[src/rtl/bus_master_0_if.sv]
// rtl/bus_master_0_if.sv - client request/response and ic0 master-side bus bundle
interface bus_master_0_if;
  logic        req_valid;
  logic        req_ready;
  logic        req_write;
  logic [31:0] req_addr;
  logic [31:0] req_wdata;
  logic        rsp_valid;
  logic        rsp_ready;
  logic [31:0] rsp_rdata;
  logic        rsp_err;
  logic        ic0_c_axi_mst_wr_valid;
  logic        ic0_c_axi_mst_rd_valid;
  logic [31:0] ic0_axi_mst_wr_addr;
  logic [31:0] ic0_axi_mst_wr_data;
  logic [31:0] ic0_axi_mst_rd_addr;
  logic        ic0_c_axi_slv_rd_ready;
  logic [31:0] ic0_axi_slv_rd_data;

  modport master (
    input  req_valid, req_write, req_addr, req_wdata, rsp_ready,
           ic0_c_axi_slv_rd_ready, ic0_axi_slv_rd_data,
    output req_ready, rsp_valid, rsp_rdata, rsp_err,
           ic0_c_axi_mst_wr_valid, ic0_c_axi_mst_rd_valid,
           ic0_axi_mst_wr_addr, ic0_axi_mst_wr_data, ic0_axi_mst_rd_addr
  );

  modport slave (
    output req_valid, req_write, req_addr, req_wdata, rsp_ready,
           ic0_c_axi_slv_rd_ready, ic0_axi_slv_rd_data,
    input  req_ready, rsp_valid, rsp_rdata, rsp_err,
           ic0_c_axi_mst_wr_valid, ic0_c_axi_mst_rd_valid,
           ic0_axi_mst_wr_addr, ic0_axi_mst_wr_data, ic0_axi_mst_rd_addr
  );
endinterface

[src/rtl/bus_master_0.sv]
// rtl/bus_master_0.sv - single-outstanding ic0 initiator with bounded read timeout
module bus_master_0 #(
  parameter int unsigned TIMEOUT  = 16,
  parameter logic [31:0] ERR_DATA = 32'hDEADBEEF
) (
  input  logic          clk,
  input  logic          c_sys_rst,
  bus_master_0_if.master bus
);

  localparam logic [1:0] IDLE = 2'd0;
  localparam logic [1:0] WR   = 2'd1;
  localparam logic [1:0] RD   = 2'd2;
  localparam logic [1:0] RESP = 2'd3;

  localparam logic [7:0] CNT_LAST = 8'(TIMEOUT - 1);

  logic [1:0]  state_q, state_d;
  logic [7:0]  cnt_q, cnt_d;
  logic        rsp_valid_q, rsp_valid_d;
  logic [31:0] rsp_rdata_q, rsp_rdata_d;
  logic        rsp_err_q, rsp_err_d;
  logic        wr_valid_q, wr_valid_d;
  logic        rd_valid_q, rd_valid_d;
  logic [31:0] wr_addr_q, wr_addr_d;
  logic [31:0] wr_data_q, wr_data_d;
  logic [31:0] rd_addr_q, rd_addr_d;

  always_comb begin
    state_d     = state_q;
    cnt_d       = cnt_q;
    rsp_valid_d = rsp_valid_q;
    rsp_rdata_d = rsp_rdata_q;
    rsp_err_d   = rsp_err_q;
    wr_valid_d  = 1'b0;
    rd_valid_d  = rd_valid_q;
    wr_addr_d   = wr_addr_q;
    wr_data_d   = wr_data_q;
    rd_addr_d   = rd_addr_q;

    case (state_q)
      IDLE: begin
        if (bus.req_valid) begin
          // Misaligned requests never reach the fabric.
          if (bus.req_addr[1:0] != 2'b00) begin
            state_d     = RESP;
            rsp_valid_d = 1'b1;
            rsp_err_d   = 1'b1;
            rsp_rdata_d = bus.req_write ? 32'h0 : ERR_DATA;
          end else if (bus.req_write) begin
            state_d    = WR;
            wr_valid_d = 1'b1;
            wr_addr_d  = bus.req_addr;
            wr_data_d  = bus.req_wdata;
          end else begin
            state_d    = RD;
            rd_valid_d = 1'b1;
            rd_addr_d  = bus.req_addr;
            cnt_d      = 8'd0;
          end
        end
      end
      WR: begin
        state_d     = RESP;
        rsp_valid_d = 1'b1;
        rsp_err_d   = 1'b0;
        rsp_rdata_d = 32'h0;
      end
      RD: begin
        // Ready on the last allowed cycle still counts as success.
        if (bus.ic0_c_axi_slv_rd_ready) begin
          state_d     = RESP;
          rd_valid_d  = 1'b0;
          rsp_valid_d = 1'b1;
          rsp_err_d   = 1'b0;
          rsp_rdata_d = bus.ic0_axi_slv_rd_data;
        end else if (cnt_q == CNT_LAST) begin
          state_d     = RESP;
          rd_valid_d  = 1'b0;
          rsp_valid_d = 1'b1;
          rsp_err_d   = 1'b1;
          rsp_rdata_d = ERR_DATA;
        end else begin
          cnt_d = cnt_q + 8'd1;
        end
      end
      RESP: begin
        if (bus.rsp_ready) begin
          state_d     = IDLE;
          rsp_valid_d = 1'b0;
        end
      end
      default: begin
        state_d     = IDLE;
        rsp_valid_d = 1'b0;
        rd_valid_d  = 1'b0;
      end
    endcase
  end

  always_ff @(posedge clk) begin
    if (c_sys_rst) begin
      state_q     <= IDLE;
      cnt_q       <= 8'd0;
      rsp_valid_q <= 1'b0;
      rsp_rdata_q <= 32'h0;
      rsp_err_q   <= 1'b0;
      wr_valid_q  <= 1'b0;
      rd_valid_q  <= 1'b0;
      wr_addr_q   <= 32'h0;
      wr_data_q   <= 32'h0;
      rd_addr_q   <= 32'h0;
    end else begin
      state_q     <= state_d;
      cnt_q       <= cnt_d;
      rsp_valid_q <= rsp_valid_d;
      rsp_rdata_q <= rsp_rdata_d;
      rsp_err_q   <= rsp_err_d;
      wr_valid_q  <= wr_valid_d;
      rd_valid_q  <= rd_valid_d;
      wr_addr_q   <= wr_addr_d;
      wr_data_q   <= wr_data_d;
      rd_addr_q   <= rd_addr_d;
    end
  end

  assign bus.req_ready              = (state_q == IDLE);
  assign bus.rsp_valid              = rsp_valid_q;
  assign bus.rsp_rdata              = rsp_rdata_q;
  assign bus.rsp_err                = rsp_err_q;
  assign bus.ic0_c_axi_mst_wr_valid = wr_valid_q;
  assign bus.ic0_c_axi_mst_rd_valid = rd_valid_q;
  assign bus.ic0_axi_mst_wr_addr    = wr_addr_q;
  assign bus.ic0_axi_mst_wr_data    = wr_data_q;
  assign bus.ic0_axi_mst_rd_addr    = rd_addr_q;

endmodule

[src/flat_wrapper.sv]
// flat-port wrapper written by rule: the top's interface ports become plain ports
module bus_master_0_flat 
#(
  parameter int unsigned TIMEOUT  = 16,
  parameter logic [31:0] ERR_DATA = 32'hDEADBEEF
)
  (clk, c_sys_rst, bus_req_valid, bus_req_write, bus_req_addr, bus_req_wdata, bus_rsp_ready, bus_ic0_c_axi_slv_rd_ready, bus_ic0_axi_slv_rd_data, bus_req_ready, bus_rsp_valid, bus_rsp_rdata, bus_rsp_err, bus_ic0_c_axi_mst_wr_valid, bus_ic0_c_axi_mst_rd_valid, bus_ic0_axi_mst_wr_addr, bus_ic0_axi_mst_wr_data, bus_ic0_axi_mst_rd_addr);
  bus_master_0_if bus_i ();
  input  logic clk;
  input  logic c_sys_rst;
  input wire logic [$bits(bus_i.req_valid)-1:0] bus_req_valid;
  input wire logic [$bits(bus_i.req_write)-1:0] bus_req_write;
  input wire logic [$bits(bus_i.req_addr)-1:0] bus_req_addr;
  input wire logic [$bits(bus_i.req_wdata)-1:0] bus_req_wdata;
  input wire logic [$bits(bus_i.rsp_ready)-1:0] bus_rsp_ready;
  input wire logic [$bits(bus_i.ic0_c_axi_slv_rd_ready)-1:0] bus_ic0_c_axi_slv_rd_ready;
  input wire logic [$bits(bus_i.ic0_axi_slv_rd_data)-1:0] bus_ic0_axi_slv_rd_data;
  output wire logic [$bits(bus_i.req_ready)-1:0] bus_req_ready;
  output wire logic [$bits(bus_i.rsp_valid)-1:0] bus_rsp_valid;
  output wire logic [$bits(bus_i.rsp_rdata)-1:0] bus_rsp_rdata;
  output wire logic [$bits(bus_i.rsp_err)-1:0] bus_rsp_err;
  output wire logic [$bits(bus_i.ic0_c_axi_mst_wr_valid)-1:0] bus_ic0_c_axi_mst_wr_valid;
  output wire logic [$bits(bus_i.ic0_c_axi_mst_rd_valid)-1:0] bus_ic0_c_axi_mst_rd_valid;
  output wire logic [$bits(bus_i.ic0_axi_mst_wr_addr)-1:0] bus_ic0_axi_mst_wr_addr;
  output wire logic [$bits(bus_i.ic0_axi_mst_wr_data)-1:0] bus_ic0_axi_mst_wr_data;
  output wire logic [$bits(bus_i.ic0_axi_mst_rd_addr)-1:0] bus_ic0_axi_mst_rd_addr;
  assign bus_i.req_valid = bus_req_valid;
  assign bus_i.req_write = bus_req_write;
  assign bus_i.req_addr = bus_req_addr;
  assign bus_i.req_wdata = bus_req_wdata;
  assign bus_i.rsp_ready = bus_rsp_ready;
  assign bus_i.ic0_c_axi_slv_rd_ready = bus_ic0_c_axi_slv_rd_ready;
  assign bus_i.ic0_axi_slv_rd_data = bus_ic0_axi_slv_rd_data;
  assign bus_req_ready = bus_i.req_ready;
  assign bus_rsp_valid = bus_i.rsp_valid;
  assign bus_rsp_rdata = bus_i.rsp_rdata;
  assign bus_rsp_err = bus_i.rsp_err;
  assign bus_ic0_c_axi_mst_wr_valid = bus_i.ic0_c_axi_mst_wr_valid;
  assign bus_ic0_c_axi_mst_rd_valid = bus_i.ic0_c_axi_mst_rd_valid;
  assign bus_ic0_axi_mst_wr_addr = bus_i.ic0_axi_mst_wr_addr;
  assign bus_ic0_axi_mst_wr_data = bus_i.ic0_axi_mst_wr_data;
  assign bus_ic0_axi_mst_rd_addr = bus_i.ic0_axi_mst_rd_addr;
  bus_master_0 #(.TIMEOUT(TIMEOUT), .ERR_DATA(ERR_DATA)) u_core (.clk(clk), .c_sys_rst(c_sys_rst), .bus(bus_i));
endmodule
[config.mk]
export PLATFORM = sky130hd
export DESIGN_NAME = bus_master_0_flat
export DESIGN_NICKNAME = d
export VERILOG_FILES = /design/src/rtl/bus_master_0_if.sv /design/src/rtl/bus_master_0.sv /design/src/flat_wrapper.sv
export SDC_FILE = /design/constraint.sdc
export NUM_CORES = 1
export LEC_CHECK = 0
export BUFFER_PORTS_ARGS = -buffer_cell sky130_fd_sc_hd__buf_2
export CAP_MARGIN = 15
export CELL_PAD_IN_SITES_DETAIL_PLACEMENT = 1
export CELL_PAD_IN_SITES_GLOBAL_PLACEMENT = 1
export CORE_MARGIN = 8
export CORE_UTILIZATION = 30
export DETAILED_ROUTE_END_ITERATION = 8
export PLACE_DENSITY_LB_ADDON = 0.3
export SETUP_SLACK_MARGIN = 0.2
export SYNTH_ARGS = -nofsm -noshare
export SYNTH_HDL_FRONTEND = slang
export SYNTH_SLANG_ARGS = --single-unit
[constraint.sdc]
create_clock -name clk -period 2.5 [get_ports clk]
set_clock_uncertainty 0.05 [all_clocks]
set_input_delay 0 -clock clk [delete_from_list [all_inputs] [get_ports clk]]
set_output_delay 0 -clock clk [all_outputs]
set_load 0.03 [all_outputs]
==> results by group, run 1 <==
Outcome
  – Outcome: finished clean

GRT
  – Largest net degree at the start of global routing: 65
  – Global route overflow: 0
  – Total GRT Usage: 17.82%
  – Initial antenna violation count: 0
  – First-pass GRT wire length: 33,880 um
  – Number of global-route vias before repair: 6,285

Yosys
  – Count of cell types in the netlist: 44
  – Avg Cell Area, Syn: 8.406 sq um
  – Synthesized flop and latch total: 142
  – Syn Nets: 766
  – Register area share after synthesis: 51.24%
  – Netlist Area Pre-Place: 5548 sq um
  – Syn Inst Count: 660
  – Yosys warnings: 0

Power
  – Comb power frac: 33.7%
  – Leak: 3.661 nW
  – Psw: 2.881 mW
  – Max VDD drop: 0.5384 mV
  – Clock network power share: 33.4%
  – Part of the power in registers: 33.0%
  – Net Sw Frac: 35.29%
  – PnR Total Power: 8.165 mW
  – Power Density: 950.5 nW/um^2
  – Pint: 5.284 mW

Route
  – Routed via count: 5,844
  – WL per Instance: 17.21 um
  – Post-route ant nets: 0
  – Drt drc: 0
  – Wire length on met2: 9675 um
  – Met3 wire len: 1456 um
  – Top layer in use: met4
  – Drt pass-1 iters: 4
  – Post-Route WL: 20,940 um
  – Iteration-0 DRC count of the detailed router: 141
  – Via-per-instance ratio: 4.802
  – Met1 Routed Length: 8960 um

Clocking
  – Clock Sinks: 142
  – Reg clk slew, reported paths: 0.06 ns
  – H-tree Lvls: 4
  – CTS root buffer: clkbuf_16
  – Num CTS Buffers: 17
  – Later-pin clock latency in the skew report: 0.41 ns
  – Max Buffers Root-to-Sink: 2
  – CTS tree: built

Run
  – Max-cap violation count: 0

Floorplan
  – Die width: 152.0 um
  – Die height: 152.0 um
  – Initial Utilization: 30.67%
  – Core area: 18,090 sq um
  – Die ar.: 23,100 sq um
  – # rows: 49
  – I/O pin total: 235

Timing
  – Final period util: 85.77%
  – Setup violators final: 0
  – RSZ-0062 raised after global routing: false
  – Pins Over Slew Limit: 0
  – Worst slew margin: 51.12%
  – Setup TNS: 0 ns
  – Setup slack after layout: 0.3558 ns
  – Worst-Margin Slew: 0.7332 ns
  – Hold WS: 0.03601 ns
  – Final hold violations: 0
  – Peak Freq: 0.4664 GHz
  – Final Critical Period: 2.144 ns

Final layout
  – Share of post-route cells with drive strength above 1: 31.17%
  – Storage cell area: 2843 sq um
  – Final non-filler cell total: 1,217
  – Final instance area: 8591 sq um
  – Final core utilization: 47.50%
  – Area occupied by multi-input gates: 2377 sq um
  – Syn-to-layout area delta: 54.85%
  – Antenna Cells: 0
  – Filler cells: 2,168
  – Nets: 1,081

Worst setup path
  – Crit Path Class: reg2reg
  – WP data arrival: 2.43 ns
  – CP Capture Type: flop
  – Crit path largest cell delay: 0.49 ns
  – Setup crit start kind: flop
  – Buf/Inv on CP: 2
  – Worst path top cell family by delay: simple AND/OR/NAND/NOR gates
  – Crit Path Max Fanout: 9
  – CP required: 2.79 ns
  – Critical-path cell list: inv_1 > ha_2 > or3b_2 > nand2_1 > or3_4 > buf_4 > mux2i_1
  – Crit path max-delay cell type: or3b_2

Placed design
  – Routability cong.: 0.7456
  – IO buf count: 234
  – Placed Area: 6988 sq um
  – Worst slack at placement: 0.1582 ns
  – Dpl cells: 1,089
  – HPWL after detailed placement: 13,530 um

Min path
  – HP Class: in2reg
## synthesized netlist by cell type
cell type  instances  area [sq um]
nand2_1          198         743.2
buf_6              4         45.04
buf_2             13         65.06
or3b_2             2         17.52
a221oi_2          21         315.3
and3_1             1         6.260
nor3_1             4         20.02
o31ai_1            1         7.510
and4b_4            1         13.76
a211oi_1           2         15.01
o21ai_0           33         165.2
or3_1              4         25.02
nor3b_2            1         12.51
nand2b_1          10         62.56
o211ai_1           1         7.510
a22oi_1            1         7.510
a221oi_1           3         26.28
a21o_1             1         7.510
o32ai_1            2         17.52
ha_1               4         50.05
nor4b_1            1         8.760
nand3b_1           1         7.510
nor3b_1            5         37.54
inv_1             34         127.6
o21bai_1           1         7.510
nand4_1            1         6.260
a31oi_1            1         6.260
a41o_1             2         20.02
a22o_1             1         8.760
mux2i_1            8         80.08
dfxtp_1          142          2843
and4_1             1         8.760
or4_1              1         7.510
and2_1             1         6.260
nand3_1            5         25.02
clkbuf_1          31         116.4
nor2_1             4         15.01
nor3_2             1         10.01
and2_0             1         6.260
a32oi_1            1         8.760
a21oi_2            1         8.760
nor2b_1            1         6.260
o21a_1             2         15.01
a21oi_1          106         530.5
## layer usage
layer / vias up / global-route usage [%]
li1: 2851 / -
met2: 202 / 28.95
met3: 50 / 5.899
met4: 0 / 9.043
met1: 2741 / 20.71
met5: - / 0
## path summary, 6_finish.rpt
kind | to | start | slack [ns] | cells after the start
worst min-delay path | u_core.cnt_q[4] | bus_ic0_c_axi_slv_rd_ready | 0.04 | 4
worst min register to register | u_core.bus.ic0_axi_mst_wr_addr[22] | u_core.bus.ic0_axi_mst_wr_addr[22] | 0.40 | 2
worst max-delay path | u_core.bus.rsp_rdata[17] | u_core.state_q[0] | 0.36 | 7
worst max register to register | u_core.bus.rsp_rdata[17] | u_core.state_q[0] | 0.36 | 7
## cells in the final DEF (no fill, tap or decap), types with 2 or more instances in the layout
cell type,count
buf_2,233
nand2_1,198
dfxtp_1,142
a21oi_1,106
dlygate4sd3_1,96
inv_1,34
o21ai_0,33
a221oi_2,21
clkbuf_16,17
nand2b_1,10
mux2i_1,8
buf_4,8
buf_12,7
nor3b_1,5
nor3_1,4
nor2_1,4
nand3_1,4
inv_6,4
bufinv_16,4
or3_1,3
a221oi_1,3
ha_1,3
clkbuf_1,3
or3b_2,2
o21a_1,2
a211oi_1,2
o32ai_1,2
a41o_1,2
clkinvlp_4,2
## state kept, by name, summed over array words and instances, names as in the netlist
register,cells
u_core.bus.rsp_err,1
u_core.bus.ic0_c_axi_mst_rd_valid,1
u_core.bus.rsp_rdata,32
u_core.cnt_q,8
u_core.bus.ic0_axi_mst_wr_addr,32
u_core.bus.ic0_axi_mst_wr_data,32
u_core.bus.rsp_valid,1
u_core.bus.ic0_axi_mst_rd_addr,32
u_core.bus.ic0_c_axi_mst_wr_valid,1
u_core.state_q,2
## cell families (layout without fill, tap and decap cells)
logic type | count (synthesis) | count (layout) | synth area share (%)
AND/OR/NAND/NOR | 244 | 244 | 18.85
AO/OA/AOI/OAI | 180 | 180 | 21.18
flip-flops | 142 | 142 | 51.24
buffers and inverters | 82 | 410 | 6.382
multiplexers | 8 | 8 | 1.443
adder cells (fa/ha/maj) | 4 | 4 | 0.9022
## repair_timing
item / CTS / global route
hold buffers: 96 / 0
setup buffers: 0 / 0
endpoints found under the setup margin: 23 / 65
endpoints found under the hold margin: 125 / 0
resized for setup: 1 / 2
## worst register-to-register path: cells and delay by family (launching register included)
| family | cells | cell delay, ns |
|---|---|---|
| flip-flops | 1 | 0.32 |
| AND/OR/NAND/NOR | 3 | 0.92 |
| buffers and inverters | 2 | 0.31 |
| multiplexers | 1 | 0.22 |
| adder cells (fa/ha/maj) | 1 | 0.25 |
## layout make-up
cell class,instances,share of cell area [%]
Timing Repair Buffer,344,27.09
Tap cell,229,3.335
Multi-Input combinational cell,436,27.67
Clock inverter,11,2.083
Clock buffer,21,5.243
Inverter,34,1.486
Sequential cell,142,33.09
## power groups by stage
stage	clock [mW]	combinational (mW)	sequential, mW
finish	2.72	2.75	2.69
global placement	0	2.59	2.73
global route	2.89	2.96	2.73
detailed placement	0	2.61	2.74
floorplan	0	1.35	3.24
CTS	2.79	2.75	2.69
Note: power is estimated with default switching activity, not from simulation.
==> run 2, diff against run 1 <==
ABC_AREA = 1   (was default)
==> results by group, run 2 <==
Outcome
  – Outcome: finished clean

Clocking
  – Later-pin clock latency in the skew report: 0.41 ns (about the same)
  – Clock Sinks: 142 (unchanged)
  – H-tree Lvls: 4 (unchanged)
  – Reg clk slew, reported paths: 0.06 ns (about the same)
  – CTS tree: built
  – CTS root buffer: clkbuf_16
  – Post-CTS setup buffers: 0 (unchanged)
  – Max Buffers Root-to-Sink: 2 (unchanged)
  – Num CTS Buffers: 17 (unchanged)

Worst setup path
  – Critical-path cell list: inv_1 > ha_1 > nand2_1 > inv_2 > buf_12 > nand3_1 > dlygate4sd3_1 > a21oi_1
  – Crit Path Class: reg2reg
  – Crit path largest cell delay: 0.57 ns (+0.08 ns)
  – Crit Path Max Fanout: 32 (+23)
  – Crit path max-delay cell type: dlygate4sd3_1
  – Setup crit start kind: flop
  – WP data arrival: 2.43 ns (about the same)
  – CP required: 2.79 ns (about the same)
  – Reg2reg start: u_core.state_q[0]
  – CP Capture Type: flop
  – CP startpoint: u_core.state_q[0]

Floorplan
  – I/O pin total: 235 (unchanged)
  – Initial Utilization: 30.64% (-0.035 points)
  – # rows: 50 (+2.0%)
  – Core area: 18,770 sq um (+3.8%)
  – Die height: 154.5 um (+1.6%)
  – Die ar.: 23,850 sq um (+3.3%)
  – Die width: 154.5 um (+1.6%)

Route
  – Drt pass-1 iters: 4 (unchanged)
  – Via-per-instance ratio: 4.891 (+1.9%)
  – Post-Route WL: 23,480 um (+12%)
  – Drt drc: 0 (unchanged)
  – Post-route ant nets: 0 (unchanged)
  – WL per Instance: 17.79 um (+3.4%)
  – Routed via count: 6,456 (+10%)
  – Iteration-0 DRC count of the detailed router: 244 (+73%)

Yosys
  – Syn Inst Count: 769 (+17%)
  – Number of synthesized flops with an enable pin: 0 (unchanged)
  – Ranking of synthesized cells by area: dfxtp_1, nand2_1, a21oi_1
  – Netlist Area Pre-Place: 5751 sq um (+3.7%)
  – Syn Nets: 875 (+14%)
  – Yosys warnings: 0 (unchanged)
  – Post-synth top cells: nand2_1, dfxtp_1, a21oi_1
  – Async set-reset flop share out of synthesis: 0% (unchanged)
  – Register area share after synthesis: 49.43% (-1.8 points)
  – Count of cell types in the netlist: 25 (-43%)
  – Synthesized flop and latch total: 142 (unchanged)
  – Avg Cell Area, Syn: 7.478 sq um (-11%)
  – Synth top area share: 49.43% (-1.8 points)
  – Dominant cell type by area after synthesis: dfxtp_1
  – Most frequent cell after synthesis: nand2_1
  – Ys flop type: dfxtp_1

Final layout
  – Filler cells: 2,318 (+6.9%)
  – Share of post-route cells with drive strength above 1: 27.37% (-3.8 points)
  – Nets: 1,178 (+9.0%)
  – Syn-to-layout area delta: 49.74%
  – Highest-count cells in the layout ignoring fill and taps: buf_2, nand2_1, dfxtp_1
  – Commonest non-fill, non-tap cell in the layout: buf_2
  – Final instance area: 8611 sq um (+0.23%)

Timing
  – Setup violators final: 0 (unchanged)
  – Setup TNS: 0 ns (unchanged)
  – RSZ-0062 raised after global routing: true
  – Final hold violations: 0 (unchanged)
  – Worst slew margin: 67.08% (+16 points)
  – Peak Freq: 0.4683 GHz (+0.41%)
  – Pins Over Slew Limit: 0 (unchanged)
  – Worst-Margin Slew: 0.4939 ns (-0.2393 ns)
  – Final period util: 85.42% (-0.35 points)
  – Final Critical Period: 2.135 ns (-0.008812 ns)

Placed design
  – Routability cong.: 0.7916 (+6.2%)
  – IO buf count: 234 (unchanged)
  – Placed Area: 7106 sq um (+1.7%)
  – HPWL after detailed placement: 15,130 um (+12%)

GRT
  – Initial antenna violation count: 1 (+1)
  – First-pass GRT wire length: 37,090 um (+9.5%)
  – Global route overflow: 0 (unchanged)
  – Number of global-route vias before repair: 6,942 (+10%)
  – Largest net degree at the start of global routing: 66 (+1.5%)
  – Total GRT Usage: 19.17% (+1.3 points)

Power
  – Leak: 3.773 nW (+3.1%)
  – Power Density: 903.4 nW/um^2 (-5.0%)
  – Max VDD drop: 0.4649 mV (-14%)
  – PnR Total Power: 7.779 mW (-4.7%)

Min path
  – HP Class: in2reg
  – Min-delay src: bus_ic0_axi_slv_rd_data[28]

Run
  – Max-cap violation count: 0 (unchanged)
run 2: changes by cell type after synthesis, sizes merged, moves of 3 or more:
cell    delta
nor2      +49
buf       +10
or3        -4
nor3b      -6
nand2     -10
a221oi    -24
mux2i      -8
nor3       -3
nand3     +74
nand4     +37
nand2b    -10
a21oi     +27
run 2: layout make-up:
class / count / area, sq um / share of cell area [%]
sequential: 142 / 2843 / 33.01
multi-input combinational: 535 / 2515 / 29.21
timing repair buffer: 343 / 2260 / 26.24
clock buffer: 19 / 432.9 / 5.028
tap: 234 / 292.8 / 3.400
clock inverter: 13 / 141.4 / 1.642
inverter: 33 / 123.9 / 1.439
antenna: 1 / 2.502 / 0.02906
run 2: worst paths after layout:
path,slack [ns],cells after the start,endpoint
max reg2reg,0.36,8,u_core.bus.ic0_axi_mst_wr_data[26]
min,0.02,5,u_core.bus.rsp_rdata[28]
min reg2reg,0.41,2,u_core.bus.ic0_axi_mst_wr_addr[23]
max,0.36,8,u_core.bus.ic0_axi_mst_wr_data[26]
run 2: kinds of logic after synthesis:
logic type      share of synthesized area (%)
buf+inv                                 6.919
xor+xnor                               0.1523
fa+ha+maj                              0.8704
simple gates                            27.70
flops                                   49.43
compound gates                          14.93
run 2: metrics by stage:
stage               instances  utilization, %  hold slack [ns]  worst slack [ns]
detailed placement       1196           37.86           0.2206            0.5220
finish                   1320           45.88          0.02160            0.3646
floorplan                 769               -          0.09383            0.7045
global placement         1196           37.86           0.2156            0.5328
CTS                      1318           45.72         0.002378            0.3136
global route             1320           45.88          0.04382            0.2009
run 2: worst max-delay path: cells and delay by family (launching register included):
family / cells / cell delay (ns)
adder cells (fa/ha/maj): 1 / 0.29
AO/OA/AOI/OAI: 1 / 0.14
buffers and inverters: 4 / 1.06
flip-flops: 1 / 0.32
AND/OR/NAND/NOR: 2 / 0.20
run 2: report_power, final:
group | switching [mW] | internal [mW] | total, mW
clock network | 1.02 | 1.47 | 2.50
logic | 1.84 | 0.821 | 2.66
registers | 0.126 | 2.50 | 2.62
run 2: layer usage:
layer / global-route usage (%) / share of wire (%)
met5: 0 / 0
met1: 22.28 / 43
met2: 31.61 / 47
met4: 7.793 / 2.7
met3: 6.799 / 8.0
run 2: what timing repair did:
| action | CTS | global route |
|---|---|---|
| endpoints found under the setup margin | 0 | 1 |
| hold buffers | 90 | 0 |
| gates resized for setup | 0 | 1 |
| endpoints found under the hold margin | 121 | 0 |
